### src/rtl/arb_pkg.sv
`default_nettype none
// ============================================================================
// Module      : arb_pkg
// Description : Shared types and constants for the APB round-robin arbiter.
// Revision    : 1.0 - initial release
// ============================================================================
package arb_pkg;

    // One-hot transfer states
    typedef enum logic [4:0] {
        IDLE  = 5'b00001,
        GRANT = 5'b00010,
        RESP  = 5'b00100,
        ERR   = 5'b01000,
        DRAIN = 5'b10000
    } arb_state_t;

    localparam int ERR_CNT_W = 8;

    // Index width for n items; never narrower than one bit.
    function automatic int clog2(input int n);
        int r;
        r = 1;
        for (int i = 1; i < 31; i++) begin
            if ((1 << i) < n) begin
                r = i + 1;
            end
        end
        return r;
    endfunction

endpackage : arb_pkg
`default_nettype wire

### src/rtl/rr_pick.sv
`default_nettype none
// ============================================================================
// Module      : rr_pick
// Description : Combinational round-robin picker; search starts after last_grant.
// Revision    : 1.0 - initial release
// ============================================================================
module rr_pick
    import arb_pkg::*;
#(
    parameter  int NUM_REQ = 3,
    localparam int GW      = clog2(NUM_REQ)
) (
    input  logic [NUM_REQ-1:0] pend,
    input  logic [GW-1:0]      last_grant,
    output logic               any,
    output logic [GW-1:0]      grant
);

    function automatic logic [GW-1:0] wrap_add(input logic [GW-1:0] base, input int off);
        int s;
        s = int'(base) + off;
        if (s >= NUM_REQ) begin
            s = s - NUM_REQ;
        end
        return GW'(s);
    endfunction

    // Walk from the farthest candidate to the nearest so the nearest pending one wins.
    always_comb begin
        any   = |pend;
        grant = '0;
        for (int off = NUM_REQ; off >= 1; off--) begin
            if (pend[wrap_add(last_grant, off)]) begin
                grant = wrap_add(last_grant, off);
            end
        end
    end

endmodule : rr_pick
`default_nettype wire

### src/rtl/apb_rr_arbiter.sv
`default_nettype none
// ============================================================================
// Module      : apb_rr_arbiter
// Description : Round-robin arbiter sharing one register-request channel among
//               NUM_REQ APB requesters, with per-transfer timeout and drain.
//               Optional error log enabled by defining ARB_ERR_LOG_EN.
// Revision    : 1.0 - initial release
// ============================================================================
module apb_rr_arbiter
    import arb_pkg::*;
#(
    parameter  int NUM_REQ    = 3,
    parameter  int ADDR_WIDTH = 21,
    parameter  int DATA_WIDTH = 16,
    parameter  int TO_WIDTH   = 16,
    localparam int GW         = clog2(NUM_REQ)
) (
    input  logic                          clk,
    input  logic                          rstn,
    input  logic [TO_WIDTH-1:0]           cfg_timeout,
    input  logic [NUM_REQ-1:0]            s_psel,
    input  logic [NUM_REQ-1:0]            s_penable,
    input  logic [NUM_REQ-1:0]            s_pwrite,
    input  logic [NUM_REQ*ADDR_WIDTH-1:0] s_paddr,
    input  logic [NUM_REQ*DATA_WIDTH-1:0] s_pwdata,
    output logic [DATA_WIDTH-1:0]         s_prdata,
    output logic [NUM_REQ-1:0]            s_pready,
    output logic [NUM_REQ-1:0]            s_pslverr,
    output logic                          req_sel,
    output logic                          req_write,
    output logic [ADDR_WIDTH-1:0]         req_addr,
    output logic [DATA_WIDTH-1:0]         req_wdata,
    input  logic                          req_ready,
    input  logic [DATA_WIDTH-1:0]         req_rdata,
    output logic                          busy
`ifdef ARB_ERR_LOG_EN
    ,
    input  logic                          err_clr,
    output logic                          err_valid,
    output logic [GW-1:0]                 err_port,
    output logic [ADDR_WIDTH-1:0]         err_addr,
    output logic [ERR_CNT_W-1:0]          err_cnt
`endif
);

    arb_state_t            r_state;
    logic [GW-1:0]         r_grant;
    logic [GW-1:0]         r_last;
    logic [ADDR_WIDTH-1:0] r_addr;
    logic [DATA_WIDTH-1:0] r_wdata;
    logic                  r_write;
    logic [DATA_WIDTH-1:0] r_rdata;
    logic [TO_WIDTH-1:0]   r_cnt;

    logic [NUM_REQ-1:0]    w_pend;
    logic                  w_any;
    logic [GW-1:0]         w_pick;
    logic                  w_to_hit;

    assign w_pend   = s_psel & s_penable;
    assign w_to_hit = (cfg_timeout != '0) && (r_cnt == (cfg_timeout - TO_WIDTH'(1)));

    rr_pick #(
        .NUM_REQ    (NUM_REQ)
    ) u_pick (
        .pend       (w_pend),
        .last_grant (r_last),
        .any        (w_any),
        .grant      (w_pick)
    );

    always_ff @(posedge clk or negedge rstn) begin
        if (!rstn) begin
            r_state <= IDLE;
            r_grant <= '0;
            r_last  <= GW'(NUM_REQ - 1);
            r_addr  <= '0;
            r_wdata <= '0;
            r_write <= 1'b0;
            r_rdata <= '0;
            r_cnt   <= '0;
        end else begin
            case (r_state)
                IDLE: begin
                    if (w_any) begin
                        r_grant <= w_pick;
                        r_addr  <= s_paddr[w_pick*ADDR_WIDTH +: ADDR_WIDTH];
                        r_wdata <= s_pwdata[w_pick*DATA_WIDTH +: DATA_WIDTH];
                        r_write <= s_pwrite[w_pick];
                        r_cnt   <= '0;
                        r_state <= GRANT;
                    end
                end
                GRANT: begin
                    r_cnt <= r_cnt + TO_WIDTH'(1);
                    // A completion in the expiry cycle still counts as a normal response.
                    if (req_ready) begin
                        r_rdata <= req_rdata;
                        r_state <= RESP;
                    end else if (w_to_hit) begin
                        r_state <= ERR;
                    end
                end
                RESP: begin
                    r_last  <= r_grant;
                    r_state <= IDLE;
                end
                ERR: begin
                    r_last  <= r_grant;
                    r_cnt   <= '0;
                    r_state <= DRAIN;
                end
                DRAIN: begin
                    r_cnt <= r_cnt + TO_WIDTH'(1);
                    // Late response is swallowed here; a cleared timeout must not strand us.
                    if (req_ready || w_to_hit || (cfg_timeout == '0)) begin
                        r_state <= IDLE;
                    end
                end
                default: begin
                    r_state <= IDLE;
                end
            endcase
        end
    end

    assign req_sel   = (r_state == GRANT);
    assign req_write = r_write;
    assign req_addr  = r_addr;
    assign req_wdata = r_wdata;
    assign busy      = (r_state != IDLE);
    assign s_prdata  = (r_state == RESP) ? r_rdata : '0;

    always_comb begin
        s_pready  = '0;
        s_pslverr = '0;
        for (int i = 0; i < NUM_REQ; i++) begin
            s_pready[i]  = ((r_state == RESP) || (r_state == ERR)) && (r_grant == GW'(i));
            s_pslverr[i] = (r_state == ERR) && (r_grant == GW'(i));
        end
    end

`ifdef ARB_ERR_LOG_EN
    logic                  r_err_valid;
    logic [GW-1:0]         r_err_port;
    logic [ADDR_WIDTH-1:0] r_err_addr;
    logic [ERR_CNT_W-1:0]  r_err_cnt;
    logic                  w_err_entry;

    assign w_err_entry = (r_state == GRANT) && !req_ready && w_to_hit;

    // A clear coinciding with a new timeout restarts the log with that timeout.
    always_ff @(posedge clk or negedge rstn) begin
        if (!rstn) begin
            r_err_valid <= 1'b0;
            r_err_port  <= '0;
            r_err_addr  <= '0;
            r_err_cnt   <= '0;
        end else if (w_err_entry) begin
            r_err_valid <= 1'b1;
            if (err_clr || !r_err_valid) begin
                r_err_port <= r_grant;
                r_err_addr <= r_addr;
            end
            if (err_clr) begin
                r_err_cnt <= ERR_CNT_W'(1);
            end else if (r_err_cnt != '1) begin
                r_err_cnt <= r_err_cnt + ERR_CNT_W'(1);
            end
        end else if (err_clr) begin
            r_err_valid <= 1'b0;
            r_err_port  <= '0;
            r_err_addr  <= '0;
            r_err_cnt   <= '0;
        end
    end

    assign err_valid = r_err_valid;
    assign err_port  = r_err_port;
    assign err_addr  = r_err_addr;
    assign err_cnt   = r_err_cnt;
`endif

endmodule : apb_rr_arbiter
`default_nettype wire

### config.mk
export PLATFORM = sky130hd
export DESIGN_NAME = apb_rr_arbiter
export DESIGN_NICKNAME = d
export VERILOG_FILES = /design/src/rtl/arb_pkg.sv /design/src/rtl/rr_pick.sv /design/src/rtl/apb_rr_arbiter.sv
export SDC_FILE = /design/constraint.sdc
export NUM_CORES = 1
export LEC_CHECK = 0
export ABC_AREA = 1
export CAP_MARGIN = 15
export CORE_UTILIZATION = 35
export DETAILED_ROUTE_END_ITERATION = 12
export GPL_TIMING_DRIVEN = 0
export PLACE_DENSITY = 0.74
export SLEW_MARGIN = 20
export SYNTH_ARGS = -nofsm -noshare
export SYNTH_HDL_FRONTEND = slang
export SYNTH_HIERARCHICAL = 1
export SYNTH_SLANG_ARGS = --single-unit
### constraint.sdc
create_clock -name clk -period 3.8 [get_ports clk]
set_input_delay 0.95 -clock clk [delete_from_list [all_inputs] [get_ports clk]]
set_output_delay 0.95 -clock clk [all_outputs]
set_load 0.01 [all_outputs]
==> reports/qor.txt <==
status - complete, no violations
hold buffer count at CTS - 0
Synth Warn # - 6
final setup violation count - 0
R2R depth - 9
DRC - 0
drt first pass iters - 4
clk sinks - 79
antenna-violating nets left - 0
starting density of the core - 36.5%
worst hold path type - register to register
total global-route track usage - 22.5%
via-per-instance ratio - 4.93
VDD IR-drop max - 0.000492 V
CTS Buf Count - 9
initial antenna violation count - 0
worst r2r src - r_last[1]
area grow syn2layout - 50.4%
layout cells sized above 1 - 9.83%
n_diodes - 0
synth unique cells - 39
NumNets Final - 1122
Util after Layout - 54.9%
Final Wtd Congestion - 0.877
non-filler cells, final - 1150
critical path class - register to output port
asr flop ratio synth - 100%
EDFF count, synth - 0
vias in the first global route - 5591
min-delay src - r_last[1]
Slew @ Worst Pin - 0.569 ns
Final WS setup - 0.356 ns
clock skew - 0.00824 ns
Max clock buf depth - 2
Synth Register Bits - 79
Worst Hold End - r_last[1]
H-tree levels - 3
Post-CTS Resized - 0
RR Endpoint - req_wdata[0]
Pwr Density - 617 nW/um2
nature of the critical path endpoint - output port
TritonCTS clock tree - done
Port Buffers - 216
row count - 44
met2 routed WL - 8.48 mm
pre-CTS setup slack - -0.00523 ns
number of DRC markers in iteration 0 - 215
Highest Signal Layer - met4
worst-path fanout max - 10
CTS root buffer - clkbuf_16
clk slew on worst S/H paths - 0.06 ns
Slew Limit Fails - 0
Hold Crit Depth - 2
r2r setup slk - 0.81 ns
Worst EP required - 2.85 ns
sequential area share after synthesis - 36.8%
pin count of the biggest net entering global routing - 44
Die Ht - 126 um
Critical Path AT - 2.49 ns
Worst slew margin - 62.1%
post-DP HPWL - 13.7 mm
WL/cell - 15.0 um
Core ar. - 14800 um2
routed wire length - 17.3 mm
Max Cap Viol - 0
Die Width - 126 um
Post-CTS Setup Repair Bufs - 0
Hold Vio Cnt, Final - 0
mapped cell area - 5390 um2
Synth Net Count - 894
Max Fclk - 290 MHz
Filler Cell Count - 1414
Pwr Total - 5.00 mW
Tmin final - 3.44 ns
Tcrit/Tclk final - 90.6%
Static Leak - 3.48 nW
crit start category - register
Most used DFF post-synth - dfrtp_1
met3 wire len - 1.21 mm
dpl cells - 1134
die area - 15900 um2
met1 wire length - 7.32 mm
first-pass GRT wire length - 28.1 mm
Post-Syn Instances - 733
# IOs - 217
via count - 5665
gr ovfl total - 0
worst skew pair latency - 0.33 ns
RSZ-0062 raised after global routing - no
Mean Syn Cell Area - 7.35 um2
[cell type report]
cell class,instances,area [um2],share of cell area [%]
clock inverters,5,42.5,0.525
plain buffers,29,145,1.79
inverters,85,319,3.94
clock buffers,11,253,3.12
flip-flops and latches,79,1980,24.4
well taps,184,230,2.84
repair buffers,217,2190,27.0
multi-input cells,540,2940,36.3
[power by group]
group / switching (mW) / leakage, nW / total (mW) / internal (mW)
sequential: 0.182 / 0.979 / 1.37 / 1.19
clock: 0.363 / 0.142 / 0.846 / 0.483
combinational: 1.57 / 2.36 / 2.78 / 1.21
[layout by cell type (no fill, tap or decap), types with 3 or more instances in the layout]
| cell type | netlist | layout |
|---|---|---|
| xor2_1 | 14 | 14 |
| a31oi_1 | 7 | 7 |
| clkinv_4 | 0 | 4 |
| o21ai_0 | 34 | 34 |
| nand3b_1 | 6 | 6 |
| ha_1 | 6 | 6 |
| nor4_1 | 3 | 3 |
| a21oi_1 | 18 | 18 |
| nand4_1 | 8 | 8 |
| nand3_2 | 4 | 4 |
| clkdlybuf4s50_1 | 0 | 215 |
| nor2_2 | 5 | 5 |
| inv_1 | 76 | 76 |
| clkbuf_16 | 0 | 9 |
| nor3_1 | 11 | 11 |
| nor2_4 | 4 | 4 |
| o32ai_2 | 9 | 9 |
| nand2_1 | 151 | 151 |
| nand3_1 | 48 | 48 |
| inv_2 | 8 | 8 |
| clkbuf_1 | 16 | 15 |
| buf_2 | 10 | 10 |
| buf_6 | 3 | 3 |
| o311ai_2 | 21 | 21 |
| nor2_1 | 161 | 161 |
| o22ai_1 | 3 | 3 |
| nand2_2 | 4 | 4 |
| dfrtp_1 | 77 | 77 |
| xnor2_1 | 9 | 9 |
[sequential cells by signal, summed over array words and instances, names as in the netlist]
register / flops
req_addr: 21
r_cnt: 16
r_rdata: 16
req_wdata: 16
r_state: 5
r_grant: 2
r_last: 2
req_write: 1
[cells in the mapped netlist (all sizes together), types with 7 or more instances]
cell type / n / share of area (%)
nand4: 8 / 0.93
inv: 84 / 5.9
o32ai: 9 / 2.7
o311ai: 22 / 6.5
dfrtp: 77 / 36
nand2: 157 / 11
clkbuf: 16 / 1.1
buf: 13 / 1.6
nor3: 13 / 1.4
xor2: 14 / 2.3
nand3: 52 / 5.2
xnor2: 9 / 1.5
a21oi: 18 / 1.7
a31oi: 7 / 0.81
nor2: 170 / 13
o21ai: 36 / 3.4
[routing by layer]
layer / vias to the layer above / global-route usage [%]
met3: 19 / 6.54
met1: 2607 / 26.9
li1: 2841 / -
met5: - / 0
met4: 0 / 6.38
met2: 198 / 39.1
[metrics by stage]
| stage | instance area (um2) | TNS (ns) | hold slack, ns |
|---|---|---|---|
| after floorplan | 5390 | 0 | 0.451 |
| after global placement | 7780 | -97.03 | 0.467 |
| after detailed placement | 7800 | -0.00523 | 0.476 |
| after CTS | 8100 | 0 | 0.485 |
| after global routing | 8100 | 0 | 0.501 |
| final | 8100 | 0 | 0.485 |
[cell families after synthesis]
| logic type | after synthesis | synth area share, % |
|---|---|---|
| simple gates | 412 | 33.4 |
| buf+inv | 114 | 8.60 |
| compound gates | 99 | 16.1 |
| flops | 79 | 36.8 |
| xor+xnor | 23 | 3.74 |
| fa+ha+maj | 6 | 1.39 |
[critical path, stage by stage, from the launching register on]
cell	delay, ns
dfrtp_1	0.38
nor2_1	0.14
inv_1	0.08
nor4_1	0.19
clkinv_1	0.28
clkbuf_1	0.32
nor2_1	0.19
clkdlybuf4s50_1	0.57
[how the worst max path moves through the flow]
stage	startpoint	end	slack, ns	depth (start not counted)
after floorplan	s_psel[0]	req_addr[20]	1.14	10
after global placement	rstn	r_rdata[12]	-1.26	1
after detailed placement	s_psel[0]	req_wdata[0]	-0.005	11
after CTS	r_state[1]	s_pready[0]	0.31	8
after global routing	r_state[1]	s_pready[0]	0.17	8
final	r_state[1]	s_prdata[10]	0.36	7
Note: power is estimated with default switching activity, not from simulation.
